[src/rtl/crypto_run_sequencer.sv]
// crypto_run_sequencer
//   Runs the crypto core a programmable number of times per go request, with
//   an idle gap between runs, latches the ciphertext after each completed run,
//   and raises a sticky watchdog error if the core fails to respond.
//
// Ports
//   clk, rst      sole clock; synchronous active-high reset
//   go, abort     sequence start request / early termination
//   repeat_cnt    runs per sequence (0 behaves as 1), captured at go
//   gap_cycles    idle cycles between runs, captured at go
//   core_start    one-cycle start pulse to the core
//   core_busy     core busy flag; core_ct is valid on its falling edge
//   core_ct       core ciphertext
//   ct_out        ciphertext of the last completed run
//   runs_done     runs completed in the current/last sequence
//   ready         high only while idle
//   done          one-cycle pulse when a sequence ends
//   timeout_err   sticky watchdog error, cleared by the next accepted go
//   trigger       registered scope trigger (core wait/run, one cycle late)
//   dbg_state     current FSM state for checkers
//
// Handshake: go is accepted on a clock edge where go=1 and ready=1; go while
// ready=0 is dropped, nothing is queued.
module crypto_run_sequencer #(
    parameter int CT_WIDTH       = 128,
    parameter int CNT_WIDTH      = 16,
    parameter int BUSY_WAIT      = 8,
    parameter int TIMEOUT_CYCLES = 4096
) (
    input  logic                 clk,
    input  logic                 rst,
    input  logic                 go,
    input  logic                 abort,
    input  logic [CNT_WIDTH-1:0] repeat_cnt,
    input  logic [CNT_WIDTH-1:0] gap_cycles,
    output logic                 core_start,
    input  logic                 core_busy,
    input  logic [CT_WIDTH-1:0]  core_ct,
    output logic [CT_WIDTH-1:0]  ct_out,
    output logic [CNT_WIDTH-1:0] runs_done,
    output logic                 ready,
    output logic                 done,
    output logic                 timeout_err,
    output logic                 trigger,
    output logic [2:0]           dbg_state
);

    localparam logic [2:0] S_IDLE      = 3'd0;
    localparam logic [2:0] S_LAUNCH    = 3'd1;
    localparam logic [2:0] S_WAIT_BUSY = 3'd2;
    localparam logic [2:0] S_RUN       = 3'd3;
    localparam logic [2:0] S_GAP       = 3'd4;
    localparam logic [2:0] S_FINISH    = 3'd5;

    // Wait and watchdog counters count 0 .. limit-1.
    localparam int WAIT_W = (BUSY_WAIT > 1) ? $clog2(BUSY_WAIT) : 1;
    localparam int WDOG_W = (TIMEOUT_CYCLES > 1) ? $clog2(TIMEOUT_CYCLES) : 1;
    localparam logic [WAIT_W-1:0] WAIT_LAST = WAIT_W'(BUSY_WAIT - 1);
    localparam logic [WDOG_W-1:0] WDOG_LAST = WDOG_W'(TIMEOUT_CYCLES - 1);

    logic [2:0]           state_q, state_d;
    logic [CNT_WIDTH-1:0] target_q, target_d;
    logic [CNT_WIDTH-1:0] gap_q, gap_d;
    logic [CNT_WIDTH-1:0] gap_cnt_q, gap_cnt_d;
    logic [CNT_WIDTH-1:0] runs_done_q, runs_done_d;
    logic [WAIT_W-1:0]    wait_cnt_q, wait_cnt_d;
    logic [WDOG_W-1:0]    wdog_q, wdog_d;
    logic [CT_WIDTH-1:0]  ct_out_q, ct_out_d;
    logic                 timeout_err_q, timeout_err_d;
    logic                 trigger_q, trigger_d;
    logic [CNT_WIDTH-1:0] runs_next;

    assign runs_next = runs_done_q + CNT_WIDTH'(1);

    always_comb begin
        state_d       = state_q;
        target_d      = target_q;
        gap_d         = gap_q;
        gap_cnt_d     = gap_cnt_q;
        runs_done_d   = runs_done_q;
        wait_cnt_d    = wait_cnt_q;
        wdog_d        = wdog_q;
        ct_out_d      = ct_out_q;
        timeout_err_d = timeout_err_q;
        trigger_d     = (state_q == S_WAIT_BUSY) || (state_q == S_RUN);

        case (state_q)
            S_IDLE: begin
                if (go) begin
                    target_d      = (repeat_cnt == '0) ? CNT_WIDTH'(1) : repeat_cnt;
                    gap_d         = gap_cycles;
                    runs_done_d   = '0;
                    timeout_err_d = 1'b0;
                    state_d       = S_LAUNCH;
                end
            end
            S_LAUNCH: begin
                wait_cnt_d = '0;
                state_d    = abort ? S_FINISH : S_WAIT_BUSY;
            end
            S_WAIT_BUSY: begin
                if (abort) begin
                    state_d = S_FINISH;
                end else if (core_busy) begin
                    wdog_d  = '0;
                    state_d = S_RUN;
                end else if (wait_cnt_q == WAIT_LAST) begin
                    timeout_err_d = 1'b1;
                    state_d       = S_FINISH;
                end else begin
                    wait_cnt_d = wait_cnt_q + WAIT_W'(1);
                end
            end
            S_RUN: begin
                if (!core_busy) begin
                    // A completed run is always recorded, even when abort
                    // arrives on the same cycle.
                    ct_out_d    = core_ct;
                    runs_done_d = runs_next;
                    if (abort || (runs_next == target_q)) begin
                        state_d = S_FINISH;
                    end else if (gap_q == '0) begin
                        state_d = S_LAUNCH;
                    end else begin
                        gap_cnt_d = '0;
                        state_d   = S_GAP;
                    end
                end else if (abort) begin
                    state_d = S_FINISH;
                end else if (wdog_q == WDOG_LAST) begin
                    timeout_err_d = 1'b1;
                    state_d       = S_FINISH;
                end else begin
                    wdog_d = wdog_q + WDOG_W'(1);
                end
            end
            S_GAP: begin
                if (abort) begin
                    state_d = S_FINISH;
                end else if (gap_cnt_q == (gap_q - CNT_WIDTH'(1))) begin
                    state_d = S_LAUNCH;
                end else begin
                    gap_cnt_d = gap_cnt_q + CNT_WIDTH'(1);
                end
            end
            S_FINISH: begin
                state_d = S_IDLE;
            end
            default: begin
                state_d = S_IDLE;
            end
        endcase
    end

    always_ff @(posedge clk) begin
        if (rst) begin
            state_q       <= S_IDLE;
            target_q      <= '0;
            gap_q         <= '0;
            gap_cnt_q     <= '0;
            runs_done_q   <= '0;
            wait_cnt_q    <= '0;
            wdog_q        <= '0;
            ct_out_q      <= '0;
            timeout_err_q <= 1'b0;
            trigger_q     <= 1'b0;
        end else begin
            state_q       <= state_d;
            target_q      <= target_d;
            gap_q         <= gap_d;
            gap_cnt_q     <= gap_cnt_d;
            runs_done_q   <= runs_done_d;
            wait_cnt_q    <= wait_cnt_d;
            wdog_q        <= wdog_d;
            ct_out_q      <= ct_out_d;
            timeout_err_q <= timeout_err_d;
            trigger_q     <= trigger_d;
        end
    end

    assign core_start  = (state_q == S_LAUNCH);
    assign ready       = (state_q == S_IDLE);
    assign done        = (state_q == S_FINISH);
    assign ct_out      = ct_out_q;
    assign runs_done   = runs_done_q;
    assign timeout_err = timeout_err_q;
    assign trigger     = trigger_q;
    assign dbg_state   = state_q;

endmodule

[config.mk]
export PLATFORM = sky130hd
export DESIGN_NAME = crypto_run_sequencer
export DESIGN_NICKNAME = d
export VERILOG_FILES = /design/src/rtl/crypto_run_sequencer.sv
export SDC_FILE = /design/constraint.sdc
export NUM_CORES = 1
export LEC_CHECK = 0
export CAP_MARGIN = 30
export CORE_ASPECT_RATIO = 1.5
export CORE_MARGIN = 4
export CORE_UTILIZATION = 41
export CTS_CLUSTER_DIAMETER = 100
export DETAILED_ROUTE_END_ITERATION = 8
export PLACE_DENSITY_LB_ADDON = 0.12
export SYNTH_ARGS = -nofsm -noshare
export SYNTH_HDL_FRONTEND = slang
export SYNTH_SLANG_ARGS = --single-unit
[constraint.sdc]
create_clock -name clk -period 2.65 [get_ports clk]
set_input_delay 0.53 -clock clk [delete_from_list [all_inputs] [get_ports clk]]
set_output_delay 0.53 -clock clk [all_outputs]
set_load 0.01 [all_outputs]
==> qor_table.md <==
| Quantity | Value | Unit |
|---|---|---|
| Height of the chip | 191 | microns |
| Routed Wire Length | 30600 | microns |
| Top-level I/O count | 317 | - |
| Post-synthesis share of cell area spent on full adders, half adders and majority gates | 0.952 | % |
| Final instance area | 13800 | sq um |
| Placer Congestion | 0.877 | - |
| Clock tree skew after final layout | 0.00948 | ns |
| Floorplan core area | 21900 | sq um |
| Max-Slew Margin vs Limit | 43.9 | % |
| Total of buffers placed on input and output ports | 316 | - |
| Post-synthesis to final-layout area growth | 50.2 | % |
| X dimension of the die | 130 | microns |
| Unrepaired setup endpoints after global routing | true | - |
| Final Net Count | 1682 | - |
| Highest achievable clock rate | 371 | MHz |
| Clock transition at the registers of the reported paths | 0.06 | ns |
| Leak pwr | 4.89 | nW |
| Total power per unit cell area | 539 | nW/um^2 |
| Global-route wire length before repair | 47400 | microns |
| Post-detailed-route via-to-cell ratio | 5.20 | - |
| Number of H-tree levels | 1 | - |
| Number of nets still failing antenna checks after routing | 0 | - |
| Met2 Usage GRT | 42.0 | % |
| Area of the mapped netlist | 9200 | sq um |
| Post-synthesis instance total | 1189 | - |
| Highest fanout seen on the critical path | 15 | - |
| Post-DR wirelength/cell | 17.0 | microns |
| Most common flop cell mapped by yosys | sky130_fd_sc_hd__dfxtp_1 | - |
| Violated checks | setup timing | - |
| Main combinational cell family by area after synthesis | simple AND/OR/NAND/NOR gates | - |
| Clock sinks | 212 | - |
| Number of failing hold endpoints at the final stage | 0 | - |
| CTS tree | yes | - |
| Largest net degree at the start of global routing | 73 | - |
| Parity-gate share of the synthesized area counting xor and xnor cells | 5.04 | % |
| Portion of the post-synthesis area used by sequential elements | 46.1 | % |
| Placed Area | 13000 | sq um |
| Number of enable-type register cells in the synthesized netlist | 0 | - |
| Run status | finished, violations left | - |
| Commonest cells after routing, fill and taps aside | sky130_fd_sc_hd__nand2_1, sky130_fd_sc_hd__clkdlybuf4s50_1, sky130_fd_sc_hd__dfxtp_1 | - |
| Total via count in the routed design | 9353 | - |
| Total setup violations reported at the end of the flow | 14 | - |
| Number of violations of the max-capacitance limit | 0 | - |
| Placement Rows | 66 | - |
| Total track usage | 23.6 | % |
| Mean area per synthesized cell | 7.74 | sq um |
| Most crowded layer after global routing | met2 | - |
| Final sum of negative setup slack | -0.349 | ns |
| Slew of the pin with the lowest slew margin | 0.842 | ns |
| Initial antenna violation count | 2 | - |
| Fill cell count | 1900 | - |
| Syn. warnings | 0 | - |
| Post-synthesis mux area share | 0.218 | % |
| Met1 routing resource usage after global routing | 25.7 | % |
| Simple-gate area share of the yosys netlist | 26.8 | % |
| Layout cell share with drive strength beyond 1 | 9.78 | % |
| Endpoint arrival time on the critical path | 3.08 | ns |
| Initial drt markers | 443 | - |
| First-pass detailed-route iteration total | 5 | - |
| Min cycle time layout | 2.69 | ns |
| Smallest setup slack after layout | -0.0428 | ns |
| Worst Path Required | 3.03 | ns |
| Total Die Area | 25000 | sq um |
| Final routed DRC violation total | 0 | - |
| Number of global-route vias before repair | 9164 | - |
| Synth async-reset ratio | 0 | % |
| Total global routing overflow | 0 | - |
| Leading cell type in the layout, fill and taps excluded | sky130_fd_sc_hd__nand2_1 | - |
| Clock insertion delay at the later pin of the skew report | 0.50 | ns |
| Starting density of the core | 42.1 | % |
| Path type of the worst setup path | reg -> reg | - |
| Final worst path period share | 102 | % |
| Share of the synthesized area in compound gates (AO/OA/AOI/OAI) | 16.5 | % |
| Number of distinct library cells after synthesis | 64 | - |
| Critical path capture point type | flop | - |
| Flop and latch count out of synthesis | 212 | - |
| Crit start category | flop | - |
| Maximum buffer depth of the clock tree | 3 | - |
| Total clock buffers created by CTS | 23 | - |
| Count of placed standard cells including taps | 1756 | - |
| PnR Total Power | 7.45 | mW |
| Non-filler cells in the finished layout | 1797 | - |
| Grt met3 use | 7.97 | % |
| Classification of the worst-slack hold path | in -> reg | - |
| Root Buffer | sky130_fd_sc_hd__clkbuf_16 | - |
| Final-report max-slew violation count | 0 | - |
| Detailed Place HPWL | 22300 | microns |
| Worst IR Drop VDD | 443 | uV |
| Net count of the mapped netlist | 1361 | - |
per-stage QoR:
stage               setup slack, ns  hold WS (ns)  utilization, %
floorplan                   -0.0327         0.445               -
global placement            -0.0374         0.441            59.3
detailed placement          -0.0522         0.445            59.3
CTS                         -0.0136         0.437            63.0
global route                 -0.128         0.470            63.2
finish                      -0.0428         0.444            63.2
synthesized netlist by cell type, types with 9 or more instances:
| library cell | count | share of area, % |
|---|---|---|
| sky130_fd_sc_hd__dfxtp_1 | 212 | 46 |
| sky130_fd_sc_hd__nor4_1 | 13 | 0.88 |
| sky130_fd_sc_hd__nor3_1 | 24 | 1.3 |
| sky130_fd_sc_hd__xor2_1 | 23 | 2.2 |
| sky130_fd_sc_hd__and3_1 | 13 | 0.88 |
| sky130_fd_sc_hd__a21oi_1 | 182 | 9.9 |
| sky130_fd_sc_hd__nor2b_1 | 9 | 0.61 |
| sky130_fd_sc_hd__nand2_1 | 347 | 14 |
| sky130_fd_sc_hd__o22a_1 | 12 | 1.1 |
| sky130_fd_sc_hd__xnor2_1 | 30 | 2.9 |
| sky130_fd_sc_hd__nand4_1 | 15 | 1.0 |
| sky130_fd_sc_hd__nor2_1 | 63 | 2.6 |
| sky130_fd_sc_hd__nand3_1 | 17 | 0.92 |
| sky130_fd_sc_hd__clkbuf_1 | 77 | 3.1 |
| sky130_fd_sc_hd__o21ai_0 | 27 | 1.5 |
state kept, by name, indices dropped and copies added (netlist names):
signal / count
target_q: 16
gap_q: 16
wait_cnt_q: 3
ct_out: 128
dbg_state: 3
runs_done: 16
trigger: 1
wdog_q: 12
gap_cnt_q: 16
timeout_err: 1
report_power, final:
part	total (mW)	internal, mW	switching, mW
Sequential	3.30	3.25	0.0500
Clock	3.09	1.80	1.29
Combinational	1.06	0.549	0.514
layer usage:
metal	wire length [microns]	vias up
met3	2670	62
met5	13	-
met1	11300	4349
met2	15700	290
li1	-	4650
met4	997	2
critical path: stages (launching register included):
cell	delay, ns
sky130_fd_sc_hd__dfxtp_2	0.34
sky130_fd_sc_hd__or4_4	0.57
sky130_fd_sc_hd__or4_4	0.52
sky130_fd_sc_hd__a21oi_4	0.17
sky130_fd_sc_hd__o22ai_4	0.11
sky130_fd_sc_hd__nor4_4	0.28
sky130_fd_sc_hd__or3_4	0.20
sky130_fd_sc_hd__buf_12	0.14
sky130_fd_sc_hd__nor3_2	0.05
sky130_fd_sc_hd__a211o_1	0.22
path summary, 6_finish.rpt:
path	start	endpoint	slack (ns)	depth (start not counted)
setup / recovery	gap_q[1]$_SDFFE_PP0P_	gap_cnt_q[14]$_SDFFE_PP0P_	-0.04	9
hold / removal	rst	wait_cnt_q[2]$_SDFFE_PP0P_	0.44	2
setup reg to reg	gap_q[1]$_SDFFE_PP0P_	gap_cnt_q[14]$_SDFFE_PP0P_	-0.04	9
hold reg to reg	ct_out[108]$_SDFFE_PP0P_	ct_out[108]$_SDFFE_PP0P_	0.45	2
layout make-up:
type	count	area [sq um]	area share (%)
Multi-Input combinational cell	881	4730	34.2
Clock buffer	33	693	5.01
Inverter	8	30.0	0.217
Timing Repair Buffer	384	3740	27.1
Sequential cell	212	4250	30.8
Clock inverter	6	32.5	0.235
Tap cell	272	340	2.46
Antenna cell	1	2.50	0.0181
cells by family (layout without fill, tap and decap cells):
family / after synthesis / in the layout
AND/OR/NAND/NOR: 552 / 552
AO/OA/AOI/OAI: 267 / 267
flip-flops: 212 / 212
buffers and inverters: 96 / 431
XOR/XNOR: 53 / 53
adder cells (fa/ha/maj): 7 / 7
multiplexers: 2 / 2
other: 0 / 1
timing repair:
action                                  CTS  global route
pin swaps                                 8             5
hold buffers                              0             0
setup buffers                             1             0
gates resized for setup                  14            10
endpoints found under the setup margin   18            18
hold endpoints to repair                  0             0
No activity file was read; power rests on OpenSTA's default activity.
